**src/rtl/csr_trap_ctrl_pkg.sv**
```systemverilog
// Shared constants for the machine-mode trap sequencer: CSR addresses,
// exception cause codes, FSM state encoding and mstatus update helpers.
package csr_trap_ctrl_pkg;

    localparam logic [31:0] CSR_MSTATUS = 32'h0000_0300;
    localparam logic [31:0] CSR_MIE     = 32'h0000_0304;
    localparam logic [31:0] CSR_MTVEC   = 32'h0000_0305;
    localparam logic [31:0] CSR_MEPC    = 32'h0000_0341;
    localparam logic [31:0] CSR_MCAUSE  = 32'h0000_0342;

    localparam logic [31:0] CAUSE_ECALL  = 32'd11;
    localparam logic [31:0] CAUSE_EBREAK = 32'd3;

    typedef enum logic [2:0] {
        S_IDLE,
        S_W_MEPC,
        S_W_MSTAT,
        S_W_MCAUSE,
        S_JUMP,
        S_R_MSTAT,
        S_R_JUMP
    } state_t;

    // Trap entry: MPIE <= MIE, MIE <= 0, everything else untouched.
    function automatic logic [31:0] trap_mstatus(input logic [31:0] m);
        logic [31:0] r;
        r    = m;
        r[7] = m[3];
        r[3] = 1'b0;
        return r;
    endfunction

    // Trap return: MIE <= MPIE, MPIE <= 1, everything else untouched.
    function automatic logic [31:0] mret_mstatus(input logic [31:0] m);
        logic [31:0] r;
        r    = m;
        r[3] = m[7];
        r[7] = 1'b1;
        return r;
    endfunction

endpackage

```
**src/rtl/csr_trap_ctrl.sv**
```systemverilog
// Machine-mode trap sequencer. Takes ecall/ebreak/interrupts and mret from
// the ex stage, stalls the pipe, walks the CSR writes one per cycle on the
// dedicated trap write port, then issues a single-cycle fetch redirect.
module csr_trap_ctrl
    import csr_trap_ctrl_pkg::*;
#(
    parameter logic [31:0] MTIP_CAUSE = 32'h8000_0007,
    parameter logic [31:0] MEIP_CAUSE = 32'h8000_000B
) (
    input  logic        clk,
    input  logic        rstn,
    input  logic [31:0] inst_addr_i,
    input  logic        ecall_i,
    input  logic        ebreak_i,
    input  logic        mret_i,
    input  logic        jump_i,
    input  logic [31:0] jump_addr_i,
    input  logic        irq_timer_i,
    input  logic        irq_ext_i,
    input  logic [31:0] csr_mtvec_i,
    input  logic [31:0] csr_mepc_i,
    input  logic [31:0] csr_mstatus_i,
    input  logic [31:0] csr_mie_i,
    output logic        csr_wen_o,
    output logic [31:0] csr_waddr_o,
    output logic [31:0] csr_wdata_o,
    output logic        hold_o,
    output logic        jump_o,
    output logic [31:0] jump_addr_o
);

    state_t      state_q, state_d;
    logic [31:0] cause_q, epc_q;
    logic        trap_trig, mret_trig;
    logic [31:0] trig_cause, trig_epc;

    // Only mie[11]/mie[7] and mtvec[31:2] matter here.
    logic unused_bits;
    assign unused_bits = ^{csr_mie_i[31:12], csr_mie_i[10:8], csr_mie_i[6:0], csr_mtvec_i[1:0]};

    // Trigger decode in IDLE with fixed priority; gated by reset so the
    // block is fully quiet while rstn is low.
    always_comb begin
        trap_trig  = 1'b0;
        mret_trig  = 1'b0;
        trig_cause = 32'h0;
        trig_epc   = 32'h0;
        if (rstn && state_q == S_IDLE) begin
            if (ecall_i) begin
                trap_trig  = 1'b1;
                trig_cause = CAUSE_ECALL;
                trig_epc   = inst_addr_i;
            end else if (ebreak_i) begin
                trap_trig  = 1'b1;
                trig_cause = CAUSE_EBREAK;
                trig_epc   = inst_addr_i;
            end else if (mret_i) begin
                mret_trig  = 1'b1;
            end else if (irq_ext_i && csr_mstatus_i[3] && csr_mie_i[11]) begin
                trap_trig  = 1'b1;
                trig_cause = MEIP_CAUSE;
                // A redirect in flight means inst_addr_i is already dead;
                // resume at the redirect target instead.
                trig_epc   = jump_i ? jump_addr_i : inst_addr_i;
            end else if (irq_timer_i && csr_mstatus_i[3] && csr_mie_i[7]) begin
                trap_trig  = 1'b1;
                trig_cause = MTIP_CAUSE;
                trig_epc   = jump_i ? jump_addr_i : inst_addr_i;
            end
        end
    end

    // Next-state and output decode; write address/data forced to 0 when idle.
    always_comb begin
        state_d     = state_q;
        csr_wen_o   = 1'b0;
        csr_waddr_o = 32'h0;
        csr_wdata_o = 32'h0;
        jump_o      = 1'b0;
        jump_addr_o = 32'h0;
        hold_o      = 1'b1;
        case (state_q)
            S_IDLE: begin
                hold_o = trap_trig | mret_trig;
                if (trap_trig)      state_d = S_W_MEPC;
                else if (mret_trig) state_d = S_R_MSTAT;
            end
            S_W_MEPC: begin
                csr_wen_o   = 1'b1;
                csr_waddr_o = CSR_MEPC;
                csr_wdata_o = epc_q;
                state_d     = S_W_MSTAT;
            end
            S_W_MSTAT: begin
                csr_wen_o   = 1'b1;
                csr_waddr_o = CSR_MSTATUS;
                csr_wdata_o = trap_mstatus(csr_mstatus_i);
                state_d     = S_W_MCAUSE;
            end
            S_W_MCAUSE: begin
                csr_wen_o   = 1'b1;
                csr_waddr_o = CSR_MCAUSE;
                csr_wdata_o = cause_q;
                state_d     = S_JUMP;
            end
            S_JUMP: begin
                jump_o      = 1'b1;
                jump_addr_o = {csr_mtvec_i[31:2], 2'b00};
                state_d     = S_IDLE;
            end
            S_R_MSTAT: begin
                csr_wen_o   = 1'b1;
                csr_waddr_o = CSR_MSTATUS;
                csr_wdata_o = mret_mstatus(csr_mstatus_i);
                state_d     = S_R_JUMP;
            end
            S_R_JUMP: begin
                jump_o      = 1'b1;
                jump_addr_o = csr_mepc_i;
                state_d     = S_IDLE;
            end
            default: begin
                hold_o  = 1'b0;
                state_d = S_IDLE;
            end
        endcase
    end

    // State register plus cause/epc latch captured on the trigger cycle.
    always_ff @(posedge clk) begin
        if (!rstn) begin
            state_q <= S_IDLE;
            cause_q <= 32'h0;
            epc_q   <= 32'h0;
        end else begin
            state_q <= state_d;
            if (trap_trig) begin
                cause_q <= trig_cause;
                epc_q   <= trig_epc;
            end
        end
    end

endmodule
```
**config.mk**
```make
export PLATFORM = sky130hd
export DESIGN_NAME = csr_trap_ctrl
export DESIGN_NICKNAME = d
export VERILOG_FILES = /design/src/rtl/csr_trap_ctrl_pkg.sv /design/src/rtl/csr_trap_ctrl.sv
export SDC_FILE = /design/constraint.sdc
export NUM_CORES = 1
export LEC_CHECK = 0
export ABC_AREA = 1
export CAP_MARGIN = 30
export CORE_MARGIN = 8
export CORE_UTILIZATION = 36
export CTS_BUF_LIST = sky130_fd_sc_hd__clkbuf_8
export CTS_CLUSTER_SIZE = 25
export DETAILED_ROUTE_END_ITERATION = 8
export PLACE_DENSITY = 0.95
export SYNTH_ARGS = -nofsm -noshare
export SYNTH_HDL_FRONTEND = slang
export SYNTH_SLANG_ARGS = --single-unit
```
**constraint.sdc**
```tcl
create_clock -name clk -period 3.6 [get_ports clk]
set_clock_uncertainty 0.05 [all_clocks]
set_input_delay 0.9 -clock clk [delete_from_list [all_inputs] [get_ports clk]]
set_output_delay 0.9 -clock clk [all_outputs]
set_load 0.1 [all_outputs]
```
==> out/results.ini, run 1 <==
[min_path]
hold_class=flop to flop
hold_start=cause_q[1]
min_path_cells=2
hold_path_end=cause_q[1]

[floorplanning]
die_area_mm2=0.0134
start_util_pct=36.8
die_h_um=116
die_x_um=116
num_rows=36
core_area_mm2=0.00968
ios=299

[clock_tree]
cts.clk_slew.worst_paths_ps=80
clockRootBuffer=clkbuf_8
cts_hold_buf=0
ctsResizeCount=0
cts_num_sinks=39
cts_htree_levels=2
cts-buffers-inserted=5
clk_path_buf_depth=2
postCtsSetupBuffers=0
clock_latency_ps=290
cts_tree=done

[synthesis]
yosys_warnings=0
ys_seq_area_share_pct=21.9
yosysUniqueCellTypes=24
synth_cells=653
synth_seq_cells=39
syn_area_mm2=0.00357
synth.avg_cell_area_um2=5.46

[power_and_ir_drop]
intPower_mw=1.91
seqPwrFrac_pct=11.9
p_leak_nw=3.01
swShare_pct=61.1
p_comb_share_pct=82.1
power_switching_mw=3.01
p_clk_share_pct=6.0
ir_drop_mv=0.374
power_density_mw_per_mm2=744

[critical_path]
path_cells=inv_2 > nor2_1 > nand2_1 > nand2_1 > buf_12 > nand2_1 > o21ai_0 > buf_12
cp_max_fo=21
ff2ff_setup_slack_ps=1770
crit_buf_inv=3
critical_path_class=flop to primary output
slowest_stage=dfxtp_1
reg2reg_to=epc_q[16]
end_kind=primary output
cpMostUsedCell=nand2_1
worstSetupStartpointType=flop
r2r_start=state_q[2]
path_delay_family=simple AND/OR/NAND/NOR gates
rr_worst_depth=9
cp.arrival_ps=2250
cp.required_ps=2650
slowest_delay_ps=440

[place]
dp.cells=985
globalplace.congestion=0.836
dp_worst_setup_slack_ps=432
portBuffers=239
hpwl_mm=12.6

[sta]
fmax_mhz=313
slew_viol_final=0
relSlewSlack_pct=39.1
min_period_ps=3200
finalCritPeriodShare_pct=88.8
hold_viol_final=0
setup_viol_count_final=0
worst-slew-pin-transition_ps=914
layout_setup_ws_ps=402
rsz0062_at_grt=false

[layout]
syn_to_final_growth_pct=85.4
drive_gt1_share_pct=11.9
nFillCells=820
fin_cells=993
final_common_cell=nand2_1
layout_common_cells=175 x nand2_1, 166 x clkdlybuf4s50_1, 97 x nand3_1
layout.nets=1059
n_antenna_cell=0

[routing]
wl_per_cell_um=16.0
route.detailed.drc=0
wl_mm=15.8
vias=4778
drt_pass1_iterations=5
drtIter0Drc=295
ant_nets=0
vias_per_cell=4.81

[global_routing]
grt_overflow=0
grt_usage_pct=22.2
grt_pass1_wl_mm=23.4
grt_max_degree=71
grt_pass1_vias=4583
antenna_found_initial=0

[flow_run]
max-cap-violations=0

[outcome]
status=finished clean

[per-stage QoR]
| step | hold WS [ps] | TNS (ps) | instance area [um^2] | util (%) | total power [mW] |
|---|---|---|---|---|---|
| after floorplan | 373 | -6020 | 3670 | - | 3.27 |
| after global placement | 380 | 0 | 6530 | 67.4 | 4.60 |
| after detailed placement | 384 | 0 | 6530 | 67.4 | 4.65 |
| after CTS | 395 | 0 | 6610 | 68.3 | 4.95 |
| after global routing | 434 | 0 | 6610 | 68.3 | 5.13 |
| final | 393 | 0 | 6610 | 68.3 | 4.92 |
[synthesized netlist by cell type]
master	instances	area share (%)
inv_2	2	0.21
a31oi_1	1	0.18
buf_2	21	2.9
conb_1	1	0.11
nand3_1	97	14
clkbuf_1	19	2.0
inv_1	74	7.8
o21ai_0	93	13
nand2_2	1	0.18
o221ai_1	1	0.25
buf_4	29	6.1
o21ai_1	2	0.28
buf_1	2	0.21
nand2_4	1	0.32
a21oi_1	5	0.70
clkinv_4	1	0.25
nor2_1	75	7.9
nor2_4	2	0.63
o211ai_1	5	1.1
buf_6	5	1.6
nand2_1	175	18
dfxtp_1	39	22
nand3b_1	1	0.21
nor2_2	1	0.18
[cell type report]
cell class	instances	area, um^2	area share, %
Clock buffer	5	68.8	1.04
Inverter	77	294	4.45
Multi-Input combinational cell	487	2140	32.4
Timing Repair Buffer	249	3150	47.6
Clock inverter	3	16.3	0.246
Tap cell	133	166	2.52
Sequential cell	39	781	11.8
[worst min-delay path, cell delays in order (launching register included)]
cell     delay, ps
dfxtp_1        310
nand2_1         50
nand2_1         40
[flip-flops by register name, indices dropped and copies added (netlist names)]
name,count
cause_q,4
epc_q,32
state_q,3
[power groups by stage]
stage / logic [mW] / registers [mW] / clock network, mW
after floorplan: 2.69 / 0.575 / 0
after global placement: 4.01 / 0.591 / 0
after detailed placement: 4.05 / 0.598 / 0
after CTS: 4.06 / 0.588 / 0.304
after global routing: 4.21 / 0.598 / 0.320
final: 4.04 / 0.588 / 0.294
[worst max-delay path by stage]
| stage | startpoint | end | slack (ps) | depth (start not counted) |
|---|---|---|---|---|
| finish | state_q[0] | csr_wdata_o[21] | 400 | 8 |
| global route | ebreak_i | hold_o | 270 | 8 |
| CTS | state_q[0] | csr_wdata_o[21] | 380 | 8 |
| detailed placement | csr_mstatus_i[3] | hold_o | 430 | 6 |
| global placement | csr_mstatus_i[3] | hold_o | 460 | 6 |
| floorplan | state_q[1] | csr_wdata_o[11] | -420 | 5 |
[cell families after synthesis]
kind of cell / synth area share (%)
AO/OA/AOI/OAI: 15.5
flip-flops: 21.9
other: 0.105
AND/OR/NAND/NOR: 41.4
buffers and inverters: 21.1
[routing by layer]
metal  vias to the layer above  GRT usage [%]  wire length [um]
met2                       245           39.9              7820
met3                        48           5.78              1480
met1                      2078           22.9              5740
li1                       2407              -                 -
met5                         -              0                 0
met4                         0           13.0               796
Note: power is estimated with default switching activity, not from simulation.
==> run 2, diff against run 1 <==
--- a/config.mk
+++ b/config.mk
@@ -8,11 +8,11 @@
 export ABC_AREA = 1
 export CAP_MARGIN = 30
 export CORE_MARGIN = 8
-export CORE_UTILIZATION = 36
+export CORE_UTILIZATION = 34
 export CTS_BUF_LIST = sky130_fd_sc_hd__clkbuf_8
 export CTS_CLUSTER_SIZE = 25
 export DETAILED_ROUTE_END_ITERATION = 8
-export PLACE_DENSITY = 0.95
+export PLACE_DENSITY = 0.94
 export SYNTH_ARGS = -nofsm -noshare
 export SYNTH_HDL_FRONTEND = slang
 export SYNTH_SLANG_ARGS = --single-unit
==> constraint.sdc (replaced) <==
create_clock -name clk -period 3.34 [get_ports clk]
set_clock_uncertainty 0.05 [all_clocks]
set_input_delay 0.835 -clock clk [delete_from_list [all_inputs] [get_ports clk]]
set_output_delay 0.835 -clock clk [all_outputs]
set_load 0.1 [all_outputs]
==> run 2 against run 1 <==
Effect of this change:
- critical endpoint is now hold_o
- sequential power rose by 6.6%
- wire length shrank 1.8%
- global-route usage is 1.6 points lower
- core utilization decreased by 3.0 points
- via count increased by 0.65%
- final cell count grew 0.40%
- sequential cell count unchanged
- power up 10%
- design area up 1.4%
- largest power group unchanged
- register-to-register slack worse by 240 ps
- worst setup slack got worse by 150 ps
==> out/results.ini, run 2 (same netlist as run 1, synthesis figures left out) <==
[outcome]
status=finished clean

[sta]
hold_viol_final=0  ; unchanged
fmax_mhz=323
setup_tns_ps=0  ; unchanged
setup_viol_count_final=0  ; unchanged
finalCritPeriodShare_pct=92.6
slew_viol_final=0  ; unchanged
rsz0062_at_grt=false
relSlewSlack_pct=39.3  ; +0.26 points
worst-slew-pin-transition_ps=910  ; -3.85 ps
min_period_ps=3090

[layout]
n_antenna_cell=0  ; unchanged
final_common_cell=nand2_1
max_flop_register=epc_q
layout_common_cells=175 x nand2_1, 166 x clkdlybuf4s50_1, 97 x nand3_1
nFillCells=866  ; +5.6%
largest_register_ffs=32  ; unchanged
layout.nets=1061  ; +0.19%
reg_top3=epc_q (32), cause_q (4), state_q (3)
syn_to_final_growth_pct=88.0
drive_gt1_share_pct=12.1  ; +0.22 points

[floorplanning]
die_area_mm2=0.0140  ; +5.1%
die_h_um=118  ; +2.5%
die_x_um=118  ; +2.5%
num_rows=37  ; +2.8%
start_util_pct=34.7  ; -2.1 points
core_area_mm2=0.0103  ; +6.1%
ios=299  ; unchanged

[flow_run]
max-cap-violations=0  ; unchanged

[clock_tree]
cts-buffers-inserted=5  ; unchanged
postCtsSetupBuffers=0  ; unchanged
clockRootBuffer=clkbuf_8
ctsResizeCount=0  ; unchanged
clk_path_buf_depth=2  ; unchanged
clock_latency_ps=290  ; about the same
cts_num_sinks=39  ; unchanged
cts_hold_buf=0  ; unchanged
cts_htree_levels=2  ; unchanged
cts.clk_slew.worst_paths_ps=80  ; about the same
cts_tree=done

[global_routing]
grt_usage_pct=20.6  ; -1.6 points
antenna_found_initial=0  ; unchanged
grt_pass1_vias=4570  ; -0.28%
grt_pass1_wl_mm=23.8  ; +1.7%
grt_overflow=0  ; unchanged
grt_max_degree=65  ; -8.5%

[critical_path]
cpMostUsedCell=nand3_1
cp_max_fo=4  ; -81%
ff2ff_setup_slack_ps=1530  ; -240 ps
cp.required_ps=2450  ; -200 ps
cp.arrival_ps=2210  ; -40 ps
slowest_stage=clkdlybuf4s50_1
path_cells=clkdlybuf4s50_1 > nand3_1 > nand3_1 > a21oi_1 > o21ai_0 > buf_12
worstSetupStartpointType=primary input
critical_path_class=primary input to primary output
slowest_delay_ps=520  ; +80 ps
end_kind=primary output

[place]
portBuffers=239  ; unchanged
globalplace.congestion=0.800  ; -4.3%
hpwl_mm=12.6  ; -0.29%

[min_path]
hold_class=flop to flop

[routing]
vias=4809  ; +0.65%
drt_pass1_iterations=5  ; unchanged
drtIter0Drc=203  ; -31%
wl_mm=15.6  ; -1.8%
vias_per_cell=4.82  ; +0.25%
ant_nets=0  ; unchanged
route.detailed.drc=0  ; unchanged
wl_per_cell_um=15.6  ; -2.2%

[power_and_ir_drop]
p_total_mw=5.43  ; +10%
p_leak_nw=3.05  ; +1.2%
power_density_mw_per_mm2=809  ; +8.7%
ir_drop_mv=0.570  ; +52%

[run 2: routing by layer]
layer / vias up / wire length [um] / track usage [%]
met5: - / 0 / 0
met2: 257 / 7940 / 38.9
li1: 2412 / - / -
met1: 2113 / 5710 / 21.6
met4: 0 / 458 / 6.88
met3: 27 / 1450 / 5.66
[run 2: path summary, 6_finish.rpt]
check / from / end / cells after the start
worst max-delay path: csr_mstatus_i[3] / hold_o / 6
worst min-delay path: cause_q[1] / cause_q[1] / 2
worst max register to register: state_q[1] / epc_q[2] / 9
worst min register to register: cause_q[1] / cause_q[1] / 2
[run 2: critical path: cells and delay by family]
family / cells / cell delay [ps]
compound gates: 2 / 260
buf+inv: 2 / 750
simple gates: 2 / 360
[run 2: area by class of cell]
class | instances | area (um^2) | share of cell area [%]
inverter | 77 | 294 | 4.38
multi-input combinational | 487 | 2150 | 32.0
clock inverter | 1 | 8.76 | 0.131
timing repair buffer | 251 | 3220 | 48.1
tap | 136 | 170 | 2.54
sequential | 39 | 781 | 11.6
clock buffer | 6 | 82.6 | 1.23
[run 2: stage by stage]
| stage | hold slack [ps] | cells | area, um^2 | setup WS [ps] | utilization, % |
|---|---|---|---|---|---|
| 2_1_floorplan | 373 | 679 | 3670 | -611 | - |
| 5_1_grt | 436 | 997 | 6710 | 82.8 | 65.3 |
| 3_3_place_gp | 379 | 990 | 6620 | 320 | 64.4 |
| 3_5_place_dp | 388 | 990 | 6620 | 260 | 64.4 |
| 6_report | 399 | 997 | 6710 | 247 | 65.3 |
| 4_1_cts | 400 | 997 | 6710 | 254 | 65.3 |
[run 2: power breakdown]
group | leakage (nW) | switching (mW) | total, mW | internal, mW
Combinational | 2.68 | 3.05 | 4.46 | 1.41
Clock | 0.0477 | 0.170 | 0.336 | 0.166
Sequential | 0.321 | 0.0444 | 0.627 | 0.582
